[config.mk]
export PLATFORM = sky130hd
export DESIGN_NAME = counter_seq_ctrl
export DESIGN_NICKNAME = d
export VERILOG_FILES = /design/src/rtl/counter_seq_pkg.sv /design/src/rtl/counter_seq_ctrl_key_debounce.sv /design/src/rtl/counter_seq_ctrl.sv
export SDC_FILE = /design/constraint.sdc
export NUM_CORES = 1
export LEC_CHECK = 0
export CORE_ASPECT_RATIO = 2
export CORE_MARGIN = 1.5
export CORE_UTILIZATION = 65
export CTS_CLUSTER_DIAMETER = 200
export DETAILED_ROUTE_END_ITERATION = 8
export PLACE_DENSITY = 0.84
export SETUP_SLACK_MARGIN = 0.02
export SLEW_MARGIN = 20
export SYNTH_ARGS = -nofsm -noshare
export SYNTH_HDL_FRONTEND = slang
export SYNTH_HIERARCHICAL = 1
export SYNTH_SLANG_ARGS = --single-unit
[constraint.sdc]
create_clock -name CLOCK_50 -period 6.9 [get_ports CLOCK_50]
set_input_delay 1.035 -clock CLOCK_50 [delete_from_list [all_inputs] [get_ports CLOCK_50]]
set_output_delay 1.035 -clock CLOCK_50 [all_outputs]
set_load 0.02 [all_outputs]
[src/rtl/counter_seq_pkg.sv]
// Shared definitions for the counter sequencing controller: state codes and default timing.
package counter_seq_pkg;

  typedef enum logic [1:0] {
    ST_IDLE = 2'd0,
    ST_LOAD = 2'd1,
    ST_RUN  = 2'd2,
    ST_DONE = 2'd3
  } state_e;

  localparam int unsigned DEF_DEB_CYCLES = 500000;
  localparam int unsigned DEF_TICK_DIV   = 50000000;
  localparam int unsigned DEF_CNT_W      = 4;

endpackage

[src/rtl/counter_seq_ctrl_key_debounce.sv]
// One pushbutton: 2-FF synchroniser, stable-level debounce, and a one-cycle press event.
module key_debounce
  import counter_seq_pkg::*;
#(
  parameter int unsigned DEB_CYCLES = DEF_DEB_CYCLES
) (
  input  logic clk,
  input  logic rst_n,
  input  logic key_n,
  output logic press
);

  localparam int unsigned DW = $clog2(DEB_CYCLES + 1);

  logic [1:0]    sync_q;
  logic          level_q;
  logic [DW-1:0] cnt_q;

  // Accepted level flips only after DEB_CYCLES consecutive disagreeing samples.
  always_ff @(posedge clk or negedge rst_n) begin
    if (!rst_n) begin
      sync_q  <= 2'b11;
      level_q <= 1'b1;
      cnt_q   <= '0;
      press   <= 1'b0;
    end else begin
      sync_q <= {sync_q[0], key_n};
      press  <= 1'b0;
      if (sync_q[1] != level_q) begin
        if (cnt_q == DW'(DEB_CYCLES - 1)) begin
          level_q <= sync_q[1];
          cnt_q   <= '0;
          press   <= level_q;
        end else begin
          cnt_q <= cnt_q + DW'(1);
        end
      end else begin
        cnt_q <= '0;
      end
    end
  end

endmodule

[src/rtl/counter_seq_ctrl.sv]
// Sequencing controller: debounced keys drive load/step strobes, with a prescaled run mode
// that can stop at a terminal count.
module counter_seq_ctrl
  import counter_seq_pkg::*;
#(
  parameter int unsigned DEB_CYCLES = DEF_DEB_CYCLES,
  parameter int unsigned TICK_DIV   = DEF_TICK_DIV,
  parameter int unsigned CNT_W      = DEF_CNT_W
) (
  input  logic             CLOCK_50,
  input  logic             rst_n,
  input  logic             key_load_n,
  input  logic             key_run_n,
  input  logic             key_step_n,
  input  logic             sw_oneshot,
  input  logic [CNT_W-1:0] term_val,
  input  logic [CNT_W-1:0] cnt_q,
  output logic             load_pulse,
  output logic             step_pulse,
  output logic [1:0]       state,
  output logic             done,
  output logic             tick
);

  localparam int unsigned PW = (TICK_DIV > 1) ? $clog2(TICK_DIV) : 1;
  localparam logic [PW-1:0] PRESC_MAX = PW'(TICK_DIV - 1);

  logic ev_load, ev_run, ev_step;

  key_debounce #(.DEB_CYCLES(DEB_CYCLES)) u_deb_load (
    .clk(CLOCK_50), .rst_n(rst_n), .key_n(key_load_n), .press(ev_load));
  key_debounce #(.DEB_CYCLES(DEB_CYCLES)) u_deb_run (
    .clk(CLOCK_50), .rst_n(rst_n), .key_n(key_run_n), .press(ev_run));
  key_debounce #(.DEB_CYCLES(DEB_CYCLES)) u_deb_step (
    .clk(CLOCK_50), .rst_n(rst_n), .key_n(key_step_n), .press(ev_step));

  state_e        state_q, state_d;
  logic [PW-1:0] presc_q, presc_d;
  logic          step_d, load_d, done_d, tick_d;

  always_ff @(posedge CLOCK_50 or negedge rst_n) begin
    if (!rst_n) begin
      state_q    <= ST_IDLE;
      presc_q    <= '0;
      step_pulse <= 1'b0;
      load_pulse <= 1'b0;
      done       <= 1'b0;
      tick       <= 1'b0;
    end else begin
      state_q    <= state_d;
      presc_q    <= presc_d;
      step_pulse <= step_d;
      load_pulse <= load_d;
      done       <= done_d;
      tick       <= tick_d;
    end
  end

  // Next state; events are prioritised load > run > step and an event beats a tick.
  always_comb begin
    state_d = state_q;
    presc_d = '0;
    step_d  = 1'b0;
    case (state_q)
      ST_IDLE: begin
        if (ev_load)                   state_d = ST_LOAD;
        else if (ev_run)               state_d = ST_RUN;
        else if (ev_step && !step_pulse) step_d = 1'b1;
      end
      ST_LOAD: state_d = ST_IDLE;
      ST_RUN: begin
        if (ev_load)     state_d = ST_LOAD;
        else if (ev_run) state_d = ST_IDLE;
        else if (tick) begin
          if (sw_oneshot && (cnt_q == term_val)) state_d = ST_DONE;
          else                                   step_d  = 1'b1;
        end
      end
      ST_DONE: begin
        if (ev_load) state_d = ST_LOAD;
      end
      default: state_d = ST_IDLE;
    endcase

    // Prescaler only advances while staying in RUN; entering RUN starts it from 0.
    if ((state_q == ST_RUN) && (state_d == ST_RUN))
      presc_d = (presc_q == PRESC_MAX) ? '0 : presc_q + PW'(1);

    tick_d = (state_d == ST_RUN) && (presc_d == PRESC_MAX);
    load_d = (state_d == ST_LOAD);

    done_d = done;
    if (state_d == ST_LOAD)      done_d = 1'b0;
    else if (state_d == ST_DONE) done_d = 1'b1;
  end

  assign state = state_q;

endmodule
==> results by group <==
Synthesis
  – Area contributors post-synth: dfrtp_1, xnor2_1, nor2_1
  – Warnings from Yosys: 6
  – Count leader, synth: dfrtp_1
  – Synthesized flop and latch total: 101
  – Commonest register cell after synthesis: dfrtp_1
  – Area leader, netlist: dfrtp_1
  – Synth cell count leaders: dfrtp_1, nor2_1, xnor2_1, nand2_1, nand4_1
  – Post-synthesis sequential area ratio: 47.4%
  – Mapped Area: 5360 µm²
  – Synth cell types: 51
  – Fraction of registers with async set/reset: 100%
  – Synth Area per Inst: 9.71 µm²
  – Number of synthesized flops with an enable pin: 0
  – Gate Count Post-Synth: 552
  – Synth top area share: 43.0%
  – Syn Nets: 570

Clock tree
  – Clock tree buffer depth: 2
  – Cts hold-fix bufs: 0
  – Clk_lat worst skew: 0.34 ns
  – TritonCTS Buffers: 9
  – CTS H-tree lvls: 3
  – Num Clock Sinks: 101
  – CTS root buf: clkbuf_16
  – Register clock-pin slew on the reported worst setup and hold paths: 0.07 ns
  – # resized after CTS: 0
  – CTS tree: built
  – Setup bufs post-CTS: 0

STA
  – Pins Over Slew Limit: 0
  – F_max: 342 MHz
  – Slew @ Worst Pin: 0.773 ns
  – Post-route clock period utilization: 42.4%
  – Final setup viols: 0
  – Period minus WS final: 2.93 ns
  – Normalized max-slew margin: 48.4%
  – Clock Skews: 0.0106 ns
  – Sum Neg Setup Slack: 0 ns
  – Final Hold Viols: 0
  – Unrepaired setup endpoints after global routing: no

Floorplanning
  – Die W: 67.2 µm
  – Starting density of the core: 67.5%
  – Num ports: 20
  – Core area: 7940 µm²
  – Area of the die: 8830 µm²
  – Die H: 131 µm
  – Core Rows: 46

Power
  – Sequential share of power: 52.7%
  – Power share of the clock group: 44.0%
  – Leakage power: 0.00217 µW
  – Net Sw Frac: 21.4%
  – P_int: 907 µW
  – Peak supply drop: 0.209 mV
  – Gate power share: 3.3%
  – Switch Pwr: 248 µW
  – Pwr Density: 196 nW/µm²
  – Design Power: 1150 µW

Cells and area
  – # fillers: 553
  – Layout cells sized above 1: 9.54%
  – Layout net count: 579
  – Area growth from synthesis to layout: 9.64%
  – Final core occ: 74.0%
  – Ant. Diodes: 0

Route
  – Number of remaining DRC errors: 0
  – Vias per Instance: 6.35
  – Metal1 wirelength: 4360 µm
  – DR WL met3: 456 µm
  – Vias: 4207
  – Post-route ant nets: 0
  – Iter 0 DRT Violations: 327
  – Uppermost layer routed: met4
  – Routed WL: 11800 µm
  – Met2 wire length: 6550 µm
  – WL per Instance: 17.9 µm
  – TritonRoute pass-1 iters: 5

Setup path
  – CP max FO: 22
  – CP bufs+invs: 1
  – Endpoint class of the critical path: flip-flop
  – Crit path DAT: 3.18 ns
  – WS Path Type: primary input to flip-flop
  – Critical Path Max Stage Delay: 0.63 ns
  – Delay-heaviest family, CP: simple AND/OR/NAND/NOR gates
  – Slowest-stage cell, CP: or4b_1
  – Startpoint type of the worst setup path: primary input
  – Required @ worst endpoint: 7.15 ns
  – Critical-path cell list: clkdlybuf4s50_1 > xnor2_1 > nand3_1 > o21bai_4 > or2_1 > or4b_1 > nor4_2

Min path
  – Worst min-delay path class: flip-flop to flip-flop

Place
  – GP Congestion: 0.899
  – IO buf count: 19
  – Detailed placer's ending HPWL: 8120 µm

GRT
  – Pin count of the biggest net entering global routing: 83
  – Initial antenna violation count: 0
  – Number of global-route vias before repair: 4283
  – Overflow after GRT: 0
  – First-pass GRT wire length: 19400 µm
  – Tot GR Track Use: 28.8%

Outcome
  – Status: finished, final reports clean

Job
  – Max cap viols: 0
-- cell families after synthesis --
logic type,count (synthesis),synth area share (%)
buffers and inverters,37,2.90
AND/OR/NAND/NOR,287,28.7
flip-flops,101,47.4
multiplexers,5,1.05
AO/OA/AOI/OAI,41,6.44
adder cells (fa/ha/maj),4,0.934
XOR/XNOR,77,12.6
-- final cells by class --
| cell class | instances | area (µm²) | area share [%] |
|---|---|---|---|
| clock buffers | 13 | 250 | 4.26 |
| clock inverters | 3 | 46.3 | 0.788 |
| inverters | 15 | 56.3 | 0.958 |
| multi-input cells | 414 | 2670 | 45.4 |
| flip-flops and latches | 101 | 2540 | 43.2 |
| well taps | 96 | 120 | 2.04 |
| repair buffers | 20 | 199 | 3.39 |
-- registers in the layout (all words and copies together), names as in the netlist, 2 cells and up --
| register | cells |
|---|---|
| u_deb_step/sync_q | 2 |
| state | 2 |
| u_deb_run/cnt_q | 19 |
| u_deb_run/sync_q | 2 |
| u_deb_load/cnt_q | 19 |
| u_deb_step/cnt_q | 19 |
| presc_q | 26 |
| u_deb_load/sync_q | 2 |
-- worst reg2reg max path: cells and delay by family, from the launching register on --
family | cells | cell delay [ns]
AND/OR/NAND/NOR | 4 | 1.59
adder cells (fa/ha/maj) | 1 | 0.28
AO/OA/AOI/OAI | 2 | 0.37
flip-flops | 1 | 0.41
-- cell usage in the layout (no fill, tap or decap), drive strengths merged, types with 14 or more instances in the layout --
cell type and instances:
nor2 87, dfrtp 92, inv 16, xnor2 57
nor3 29, nor4 14, clkdlybuf4s50 18, nand3 30
nand2 38, xor2 20, nand4 39
-- through the flow --
stage	setup slack, ns	instances	instance area, µm²	hold WS [ns]
final	3.97	662	5880	0.357
after global routing	3.85	662	5880	0.359
after CTS	3.98	662	5870	0.358
after detailed placement	3.62	646	5580	0.348
after global placement	3.69	646	5580	0.346
after floorplan	4.53	552	5360	0.345
-- per-layer routing --
metal  vias to the layer above  GRT usage [%]
li1                       1974              -
met1                      2073           31.6
met2                       124           50.8
met3                        36           5.57
met4                         0           13.8
met5                         -              0
-- power groups by stage --
stage,clock [µW],combinational [µW],sequential [µW]
after floorplan,0,17.8,615
after global placement,0,37.0,618
after detailed placement,0,38.1,619
after CTS,515,38.8,608
after global routing,539,43.1,609
final,508,38.1,608
-- path summary, 6_finish.rpt --
| kind | start | end | slack [ns] | cells past startpoint |
|---|---|---|---|---|
| min in group asynchronous | rst_n | presc_q[15] | 0.56 | 1 |
| setup reg to reg | presc_q[0] | tick | 4.18 | 7 |
| hold reg to reg | u_deb_run/sync_q[0] | u_deb_run/sync_q[1] | 0.36 | 0 |
| setup / recovery | term_val[3] | tick | 3.97 | 7 |
| hold / removal | u_deb_run/sync_q[0] | u_deb_run/sync_q[1] | 0.36 | 0 |
| max in group asynchronous | rst_n | u_deb_step/cnt_q[4] | 5.34 | 2 |
Power figures use the tool's default switching activity.
